**src/rtl/usng_pkg.sv**
```systemverilog
// -----------------------------------------------------------------------------
// usng_pkg -- shared definitions for the unipolar stochastic number generator.
//
// Contents:
//    state_e    : two-state controller encoding (IDLE / RUN)
//    lfsr_taps  : maximal-length Fibonacci LFSR tap mask for widths 4..16.
//                 Bit i of the mask selects register bit i. The MSB is always
//                 a tap, which the zero-insertion logic relies on.
// -----------------------------------------------------------------------------
package usng_pkg;

   typedef enum logic {
      ST_IDLE = 1'b0,
      ST_RUN  = 1'b1
   } state_e;

   // Primitive polynomials for XOR feedback into bit 0 of a left-shifting
   // register. The return value is always 16 bits wide; callers keep the low
   // <width> bits.
   function automatic logic [15:0] lfsr_taps(input int unsigned width);
      case (width)
         4:       lfsr_taps = 16'h000C;   // x^4 + x^3 + 1
         5:       lfsr_taps = 16'h0014;   // x^5 + x^3 + 1
         6:       lfsr_taps = 16'h0030;   // x^6 + x^5 + 1
         7:       lfsr_taps = 16'h0060;   // x^7 + x^6 + 1
         8:       lfsr_taps = 16'h00B8;   // x^8 + x^6 + x^5 + x^4 + 1
         9:       lfsr_taps = 16'h0110;   // x^9 + x^5 + 1
         10:      lfsr_taps = 16'h0240;   // x^10 + x^7 + 1
         11:      lfsr_taps = 16'h0500;   // x^11 + x^9 + 1
         12:      lfsr_taps = 16'h0829;   // x^12 + x^6 + x^4 + x + 1
         13:      lfsr_taps = 16'h100D;   // x^13 + x^4 + x^3 + x + 1
         14:      lfsr_taps = 16'h2015;   // x^14 + x^5 + x^3 + x + 1
         15:      lfsr_taps = 16'h6000;   // x^15 + x^14 + 1
         16:      lfsr_taps = 16'hD008;   // x^16 + x^15 + x^13 + x^4 + 1
         default: lfsr_taps = 16'h00B8;
      endcase
   endfunction

endpackage

```
**src/rtl/usng_lfsr.sv**
```systemverilog
// -----------------------------------------------------------------------------
// usng_lfsr -- WIDTH-bit Fibonacci LFSR with zero-state insertion. Each
// period visits every value 0 .. 2^WIDTH-1 exactly once.
//
// Ports:
//    iClk      : clock, rising edge
//    iRst      : synchronous active-high reset, register returns to SEED
//    iLoad     : restart the sequence at SEED (wins over iAdvance)
//    iAdvance  : step the register by one state
//    oRnd      : random value for the bit being produced this cycle:
//                SEED while loading, otherwise the successor of the register
// -----------------------------------------------------------------------------
module usng_lfsr
   import usng_pkg::*;
#(
   parameter int unsigned      WIDTH = 8,
   parameter logic [WIDTH-1:0] SEED  = WIDTH'(1)
) (
   input  logic             iClk,
   input  logic             iRst,
   input  logic             iLoad,
   input  logic             iAdvance,
   output logic [WIDTH-1:0] oRnd
);

   localparam logic [15:0]      TAPS_ALL = lfsr_taps(WIDTH);
   localparam logic [WIDTH-1:0] TAPS     = TAPS_ALL[WIDTH-1:0];

   logic [WIDTH-1:0] state_q, state_d;
   logic [WIDTH-1:0] next_state;
   logic             fb;

   always_comb begin
      fb = ^(state_q & TAPS);
      // With every bit below the MSB clear the register is either 100..0 or
      // 000..0. Inverting the feedback there splices the all-zero state into
      // the maximal-length cycle: 100..0 -> 000..0 -> 000..1.
      if (state_q[WIDTH-2:0] == '0) begin
         fb = ~fb;
      end
      next_state = {state_q[WIDTH-2:0], fb};

      state_d = state_q;
      if (iLoad) begin
         state_d = SEED;
      end else if (iAdvance) begin
         state_d = next_state;
      end
   end

   always_ff @(posedge iClk) begin
      if (iRst) begin
         state_q <= SEED;
      end else begin
         state_q <= state_d;
      end
   end

   assign oRnd = iLoad ? SEED : next_state;

endmodule

```
**src/rtl/usng_uni.sv**
```systemverilog
// -----------------------------------------------------------------------------
// usng_uni -- generates a pair of unipolar stochastic bit streams of length
// 2^BITWIDTH from two unsigned values.
//
// Parameters:
//    BITWIDTH : value width, 4..16; one stream lasts 2^BITWIDTH cycles
//    SEED     : nonzero LFSR start state
//
// Ports:
//    iClk   : clock, rising edge
//    iRst   : synchronous active-high reset
//    iStart : start one stream (only looked at while idle)
//    iValA  : value for stream A, probability iValA / 2^BITWIDTH
//    iValB  : value for stream B
//    iAbort : end the running stream at once
//    oBusy  : high while a stream is running
//    oValid : oA/oB hold a stream bit this cycle
//    oA/oB  : stream bits
//    oDone  : one-cycle pulse with the final stream bit
//
// Build option:
//    USNG_DECORR_EN : if defined, stream B is compared against the
//                     bit-reversed random value, which decorrelates it from
//                     stream A. Otherwise both streams share the same random
//                     value and are maximally correlated.
// -----------------------------------------------------------------------------
module usng_uni
   import usng_pkg::*;
#(
   parameter int unsigned         BITWIDTH = 8,
   parameter logic [BITWIDTH-1:0] SEED     = BITWIDTH'('hA5)
) (
   input  logic                iClk,
   input  logic                iRst,
   input  logic                iStart,
   input  logic [BITWIDTH-1:0] iValA,
   input  logic [BITWIDTH-1:0] iValB,
   input  logic                iAbort,
   output logic                oBusy,
   output logic                oValid,
   output logic                oA,
   output logic                oB,
   output logic                oDone
);

   localparam logic [BITWIDTH-1:0] CNT_LAST = '1;

   state_e              state_q, state_d;
   logic [BITWIDTH-1:0] val_a_q, val_a_d;
   logic [BITWIDTH-1:0] val_b_q, val_b_d;
   logic [BITWIDTH-1:0] cnt_q, cnt_d;
   logic                busy_q, busy_d;
   logic                valid_q, valid_d;
   logic                a_q, a_d;
   logic                b_q, b_d;
   logic                done_q, done_d;

   logic                accept;
   logic                lfsr_adv;
   logic [BITWIDTH-1:0] rnd;
   logic [BITWIDTH-1:0] rnd_b;
   logic [BITWIDTH-1:0] cmp_a;
   logic [BITWIDTH-1:0] cmp_b;
   logic [BITWIDTH-1:0] cnt_inc;
   logic                bit_a;
   logic                bit_b;

   assign accept = (state_q == ST_IDLE) && iStart;

   usng_lfsr #(
      .WIDTH (BITWIDTH),
      .SEED  (SEED)
   ) u_lfsr (
      .iClk     (iClk),
      .iRst     (iRst),
      .iLoad    (accept),
      .iAdvance (lfsr_adv),
      .oRnd     (rnd)
   );

`ifdef USNG_DECORR_EN
   for (genvar gi = 0; gi < BITWIDTH; gi++) begin : g_rev
      assign rnd_b[gi] = rnd[BITWIDTH-1-gi];
   end
`else
   assign rnd_b = rnd;
`endif

   // Bit 0 is produced in the accept cycle itself so it can leave the output
   // register one cycle later; it therefore compares the live inputs rather
   // than the values being latched.
   assign cmp_a   = accept ? iValA : val_a_q;
   assign cmp_b   = accept ? iValB : val_b_q;
   assign bit_a   = rnd < cmp_a;
   assign bit_b   = rnd_b < cmp_b;
   assign cnt_inc = cnt_q + 1'b1;

   always_comb begin
      state_d  = state_q;
      val_a_d  = val_a_q;
      val_b_d  = val_b_q;
      cnt_d    = cnt_q;
      busy_d   = 1'b0;
      valid_d  = 1'b0;
      a_d      = 1'b0;
      b_d      = 1'b0;
      done_d   = 1'b0;
      lfsr_adv = 1'b0;

      case (state_q)
         ST_IDLE: begin
            if (iStart) begin
               state_d = ST_RUN;
               val_a_d = iValA;
               val_b_d = iValB;
               cnt_d   = '0;
               busy_d  = 1'b1;
               valid_d = 1'b1;
               a_d     = bit_a;
               b_d     = bit_b;
            end
         end
         ST_RUN: begin
            // cnt_q is the index of the bit currently on the outputs.
            if (iAbort || (cnt_q == CNT_LAST)) begin
               state_d = ST_IDLE;
            end else begin
               cnt_d    = cnt_inc;
               lfsr_adv = 1'b1;
               busy_d   = 1'b1;
               valid_d  = 1'b1;
               a_d      = bit_a;
               b_d      = bit_b;
               done_d   = (cnt_inc == CNT_LAST);
            end
         end
         default: begin
            state_d = ST_IDLE;
         end
      endcase
   end

   always_ff @(posedge iClk) begin
      if (iRst) begin
         state_q <= ST_IDLE;
         val_a_q <= '0;
         val_b_q <= '0;
         cnt_q   <= '0;
         busy_q  <= 1'b0;
         valid_q <= 1'b0;
         a_q     <= 1'b0;
         b_q     <= 1'b0;
         done_q  <= 1'b0;
      end else begin
         state_q <= state_d;
         val_a_q <= val_a_d;
         val_b_q <= val_b_d;
         cnt_q   <= cnt_d;
         busy_q  <= busy_d;
         valid_q <= valid_d;
         a_q     <= a_d;
         b_q     <= b_d;
         done_q  <= done_d;
      end
   end

   assign oBusy  = busy_q;
   assign oValid = valid_q;
   assign oA     = a_q;
   assign oB     = b_q;
   assign oDone  = done_q;

endmodule

```
**config.mk**
```make
export PLATFORM = sky130hd
export DESIGN_NAME = usng_uni
export DESIGN_NICKNAME = d
export VERILOG_FILES = /design/src/rtl/usng_pkg.sv /design/src/rtl/usng_lfsr.sv /design/src/rtl/usng_uni.sv
export SDC_FILE = /design/constraint.sdc
export NUM_CORES = 1
export LEC_CHECK = 0
export ABC_CLOCK_PERIOD_IN_PS = 4300
export BUFFER_PORTS_ARGS = -buffer_cell sky130_fd_sc_hd__buf_2
export CAP_MARGIN = 40
export CORE_UTILIZATION = 64
export CTS_BUF_LIST = sky130_fd_sc_hd__clkbuf_8
export CTS_CLUSTER_DIAMETER = 40
export DETAILED_ROUTE_END_ITERATION = 16
export GPL_TIMING_DRIVEN = 1
export PLACE_DENSITY = 0.95
export SLEW_MARGIN = 20
export SYNTH_ARGS = -nofsm -noshare
export SYNTH_HDL_FRONTEND = slang
export SYNTH_SLANG_ARGS = --single-unit
```
**constraint.sdc**
```tcl
create_clock -name iClk -period 4.3 [get_ports iClk]
set_clock_uncertainty 0.2 [all_clocks]
set_input_delay 0.43 -clock iClk [delete_from_list [all_inputs] [get_ports iClk]]
set_output_delay 0.43 -clock iClk [all_outputs]
set_load 0.005 [all_outputs]
```
==> impl_results.md <==
- First-pass DRT Iterations: 4
- GR Util All Layers: 0.251
- Pin count of the biggest net entering global routing: 32
- Clock Tree Buf Depth: 2
- Total of hold buffers inserted after clock tree synthesis: 0
- Post-CTS Repair Setup Buffers: 0
- Final-stage net count: 261
- Worst-case setup slack after placement: 1.35 ns
- Horizontal die dimension: 56.0 um
- Fillers: 185
- Cell variety after synth: 40
- Slew headroom: 0.464
- Gpl congestion: 0.817
- Final Hold Viols: 0
- Post-synth design cell area: 1870 um^2
- Number of instances in the synthesized netlist: 205
- CTS H-tree lvls: 2
- Highest fanout seen on the critical path: 15
- Core area: 2760 um^2
- YS warnings: 0
- Wire length after detailed routing: 3.71 mm
- Kind of cell adding the most delay to the critical path: simple AND/OR/NAND/NOR gates
- Total area of multi-input combinational cells: 1050 um^2
- Number of cell rows: 19
- Sequential cell area in the final layout: 721 um^2
- Clock transition time at the flip-flop clock pins of the worst setup and hold paths: 0.07 ns
- Setup WS post-layout: 1.46 ns
- Layout area overhead: 9.44%
- Detail Route Antenna Nets: 0
- Startpoint type of the worst setup path: flop
- Proportion of synthesized chip area in sequential cells: 0.386
- Worst setup path class: flop to flop
- Number of antenna violations at the first check in global routing: 0
- IR drop worst, VDD: 0.370 mV
- Clk_lat worst skew: 0.28 ns
- Avg Vias per Cell: 6.08
- Wire length per cell after detailed routing: 14.5 um
- TritonCTS clock tree: done
- Critical Path End Type: flop
- Mapped Nets: 242
- Buffers added on ports: 24
- Ratio of final minimum period to clock period: 0.660
- Tightest Pin Transition: 0.804 ns
- Fraction of the core area covered by cells at the end of the flow: 0.742
- Total Neg Setup Slack: 0 ns
- Iter 0 DRT Violations: 58
- Min-delay worst type: input pin to flop
- Total via count after detailed routing: 1551
- Max-cap viol count: 0
- Via count of the first global-routing pass: 1434
- Worst-case register-to-register setup slack: 1.46 ns
- RSZ-0062 raised after global routing: no
- Number of antenna cells inserted: 0
- Maximum clock rate: 0.352 GHz
- Die outline area: 3140 um^2
- Post-route DRC violation count: 0
- Initial Util: 0.678
- CTS Root Cell: sky130_fd_sc_hd__clkbuf_8
- Max stage delay on crit path: 0.63 ns
- # IOs: 25
- Post-cts sizing count: 0
- WP data arrival: 2.86 ns
- Shortest period the worst path allows: 2.84 ns
- Final setup violating endpoints: 0
- Number of buffers created by CTS: 5
- Number of clock sinks: 36
- Mean cell area of the mapped netlist: 9.12 um^2
- Detailed-placement wirelength estimate: 2.64 mm
- CP Data Required Time: 4.33 ns
- Flops & latches, synth: 36
- Number of buffer and inverter instances along the worst setup path: 1
- Layout cell share with drive strength beyond 1: 0.165
- Leakage power: 0.922 nW
- Power density over the cells: 357 nW/um^2
- Slowest cell on the critical path: sky130_fd_sc_hd__nor2b_2
- Cell-by-cell listing of the critical path: nor2b_2 > buf_4 > mux2i_1 > ha_1 > a21oi_1 > nor2_1 > a211oi_1 > o311a_1
- Final Slew Violations: 0
- Global-route congestion overflow total: 0
- Die H: 56.0 um
- Run status: finished clean
- Global-route wire length before repair: 6.10 mm
==> cell families after synthesis <==
| logic type | after synthesis | share of synthesized area |
|---|---|---|
| buf+inv | 17 | 0.0555 |
| xor+xnor | 5 | 0.0234 |
| mux | 18 | 0.0964 |
| fa+ha+maj | 17 | 0.114 |
| simple gates | 78 | 0.207 |
| compound gates | 34 | 0.118 |
| flops | 36 | 0.386 |
==> metal layers <==
metal / global-route usage / wire, um
met1: 0.312 / 1650
met2: 0.403 / 1750
met3: 0.0698 / 217
met4: 0.118 / 90
met5: 0 / 0
==> report_power, final <==
group          internal (mW)  switching, mW
combinational         0.0520         0.0688
sequential             0.348        0.00681
clock                  0.143          0.112
==> stage by stage <==
step | area [um^2] | instances | power [mW] | hold slack (ns)
after floorplan | 1870 | 205 | 0.451 | 0.232
after global placement | 1950 | 248 | 0.473 | 0.243
after detailed placement | 1950 | 248 | 0.480 | 0.252
after CTS | 2050 | 255 | 0.732 | 0.182
after global routing | 2050 | 255 | 0.763 | 0.183
final | 2050 | 255 | 0.730 | 0.184
==> layout make-up <==
class                   count  area share
clock buffers               7      0.0471
inverters                   4     0.00734
multi-input cells         152       0.512
flip-flops and latches     36       0.352
well taps                  31      0.0190
repair buffers             25      0.0624
==> state kept, by name, summed over array words and instances, names as in the netlist <==
register / cells
cnt_q: 8
oB: 1
oDone: 1
val_b_q: 8
oValid: 1
val_a_q: 8
u_lfsr.state_q: 8
oA: 1
==> cell usage in the layout, fill, tap and decap left out, types with 4 or more instances in the layout <==
cell type | synthesis | routed
sky130_fd_sc_hd__clkbuf_8 | 0 | 7
sky130_fd_sc_hd__nand4_1 | 5 | 5
sky130_fd_sc_hd__nand2b_1 | 4 | 4
sky130_fd_sc_hd__nor2_1 | 30 | 30
sky130_fd_sc_hd__ha_1 | 17 | 17
sky130_fd_sc_hd__mux2i_1 | 18 | 18
sky130_fd_sc_hd__buf_2 | 5 | 24
sky130_fd_sc_hd__a21o_1 | 4 | 4
sky130_fd_sc_hd__inv_1 | 4 | 4
sky130_fd_sc_hd__dfxtp_1 | 36 | 36
sky130_fd_sc_hd__nand2_1 | 13 | 13
sky130_fd_sc_hd__nor3_1 | 8 | 8
sky130_fd_sc_hd__a21oi_1 | 12 | 12
==> path summary, 6_finish.rpt <==
check,from,end,cells after the start
worst max-delay path,oValid,oA,8
worst max register to register,oValid,oA,8
worst min register to register,val_a_q[0],val_a_q[0],2
worst min-delay path,iValB[0],val_b_q[0],3
==> cells in the mapped netlist <==
cell type,instances,share of area
sky130_fd_sc_hd__dfxtp_1,36,0.39
sky130_fd_sc_hd__nor2_1,30,0.060
sky130_fd_sc_hd__mux2i_1,18,0.096
sky130_fd_sc_hd__ha_1,17,0.11
sky130_fd_sc_hd__nand2_1,13,0.026
sky130_fd_sc_hd__a21oi_1,12,0.032
sky130_fd_sc_hd__nor3_1,8,0.021
sky130_fd_sc_hd__buf_2,5,0.013
sky130_fd_sc_hd__nand4_1,5,0.017
sky130_fd_sc_hd__a21o_1,4,0.016
sky130_fd_sc_hd__inv_1,4,0.0080
sky130_fd_sc_hd__nand2b_1,4,0.013
sky130_fd_sc_hd__a31oi_1,3,0.010
sky130_fd_sc_hd__nand3_1,3,0.0080
sky130_fd_sc_hd__nor4b_1,3,0.014
sky130_fd_sc_hd__o211ai_1,3,0.012
sky130_fd_sc_hd__o21ai_0,3,0.0080
sky130_fd_sc_hd__xor2_1,3,0.014
sky130_fd_sc_hd__a211oi_1,2,0.0080
sky130_fd_sc_hd__and2_1,2,0.0067
sky130_fd_sc_hd__buf_1,2,0.0040
sky130_fd_sc_hd__buf_4,2,0.0080
sky130_fd_sc_hd__buf_6,2,0.012
sky130_fd_sc_hd__nor2b_1,2,0.0067
sky130_fd_sc_hd__o311a_1,2,0.011
sky130_fd_sc_hd__or3_1,2,0.0067
sky130_fd_sc_hd__xnor2_1,2,0.0094
sky130_fd_sc_hd__a311oi_1,1,0.0047
sky130_fd_sc_hd__and2_2,1,0.0040
sky130_fd_sc_hd__and2b_1,1,0.0040
sky130_fd_sc_hd__and3_1,1,0.0033
sky130_fd_sc_hd__buf_8,1,0.0080
sky130_fd_sc_hd__clkbuf_1,1,0.0020
sky130_fd_sc_hd__nand3_2,1,0.0054
sky130_fd_sc_hd__nand4b_1,1,0.0047
sky130_fd_sc_hd__nor3_2,1,0.0054
sky130_fd_sc_hd__o21ai_2,1,0.0047
sky130_fd_sc_hd__o21bai_1,1,0.0040
sky130_fd_sc_hd__o22ai_1,1,0.0033
sky130_fd_sc_hd__o2bb2ai_1,1,0.0047
==> worst min-delay path, cell delays in order <==
cell and delay [ns]:
sky130_fd_sc_hd__buf_2 0.09, sky130_fd_sc_hd__nand2_1 0.05, sky130_fd_sc_hd__a21oi_1 0.05
No activity file was read; power rests on OpenSTA's default activity.
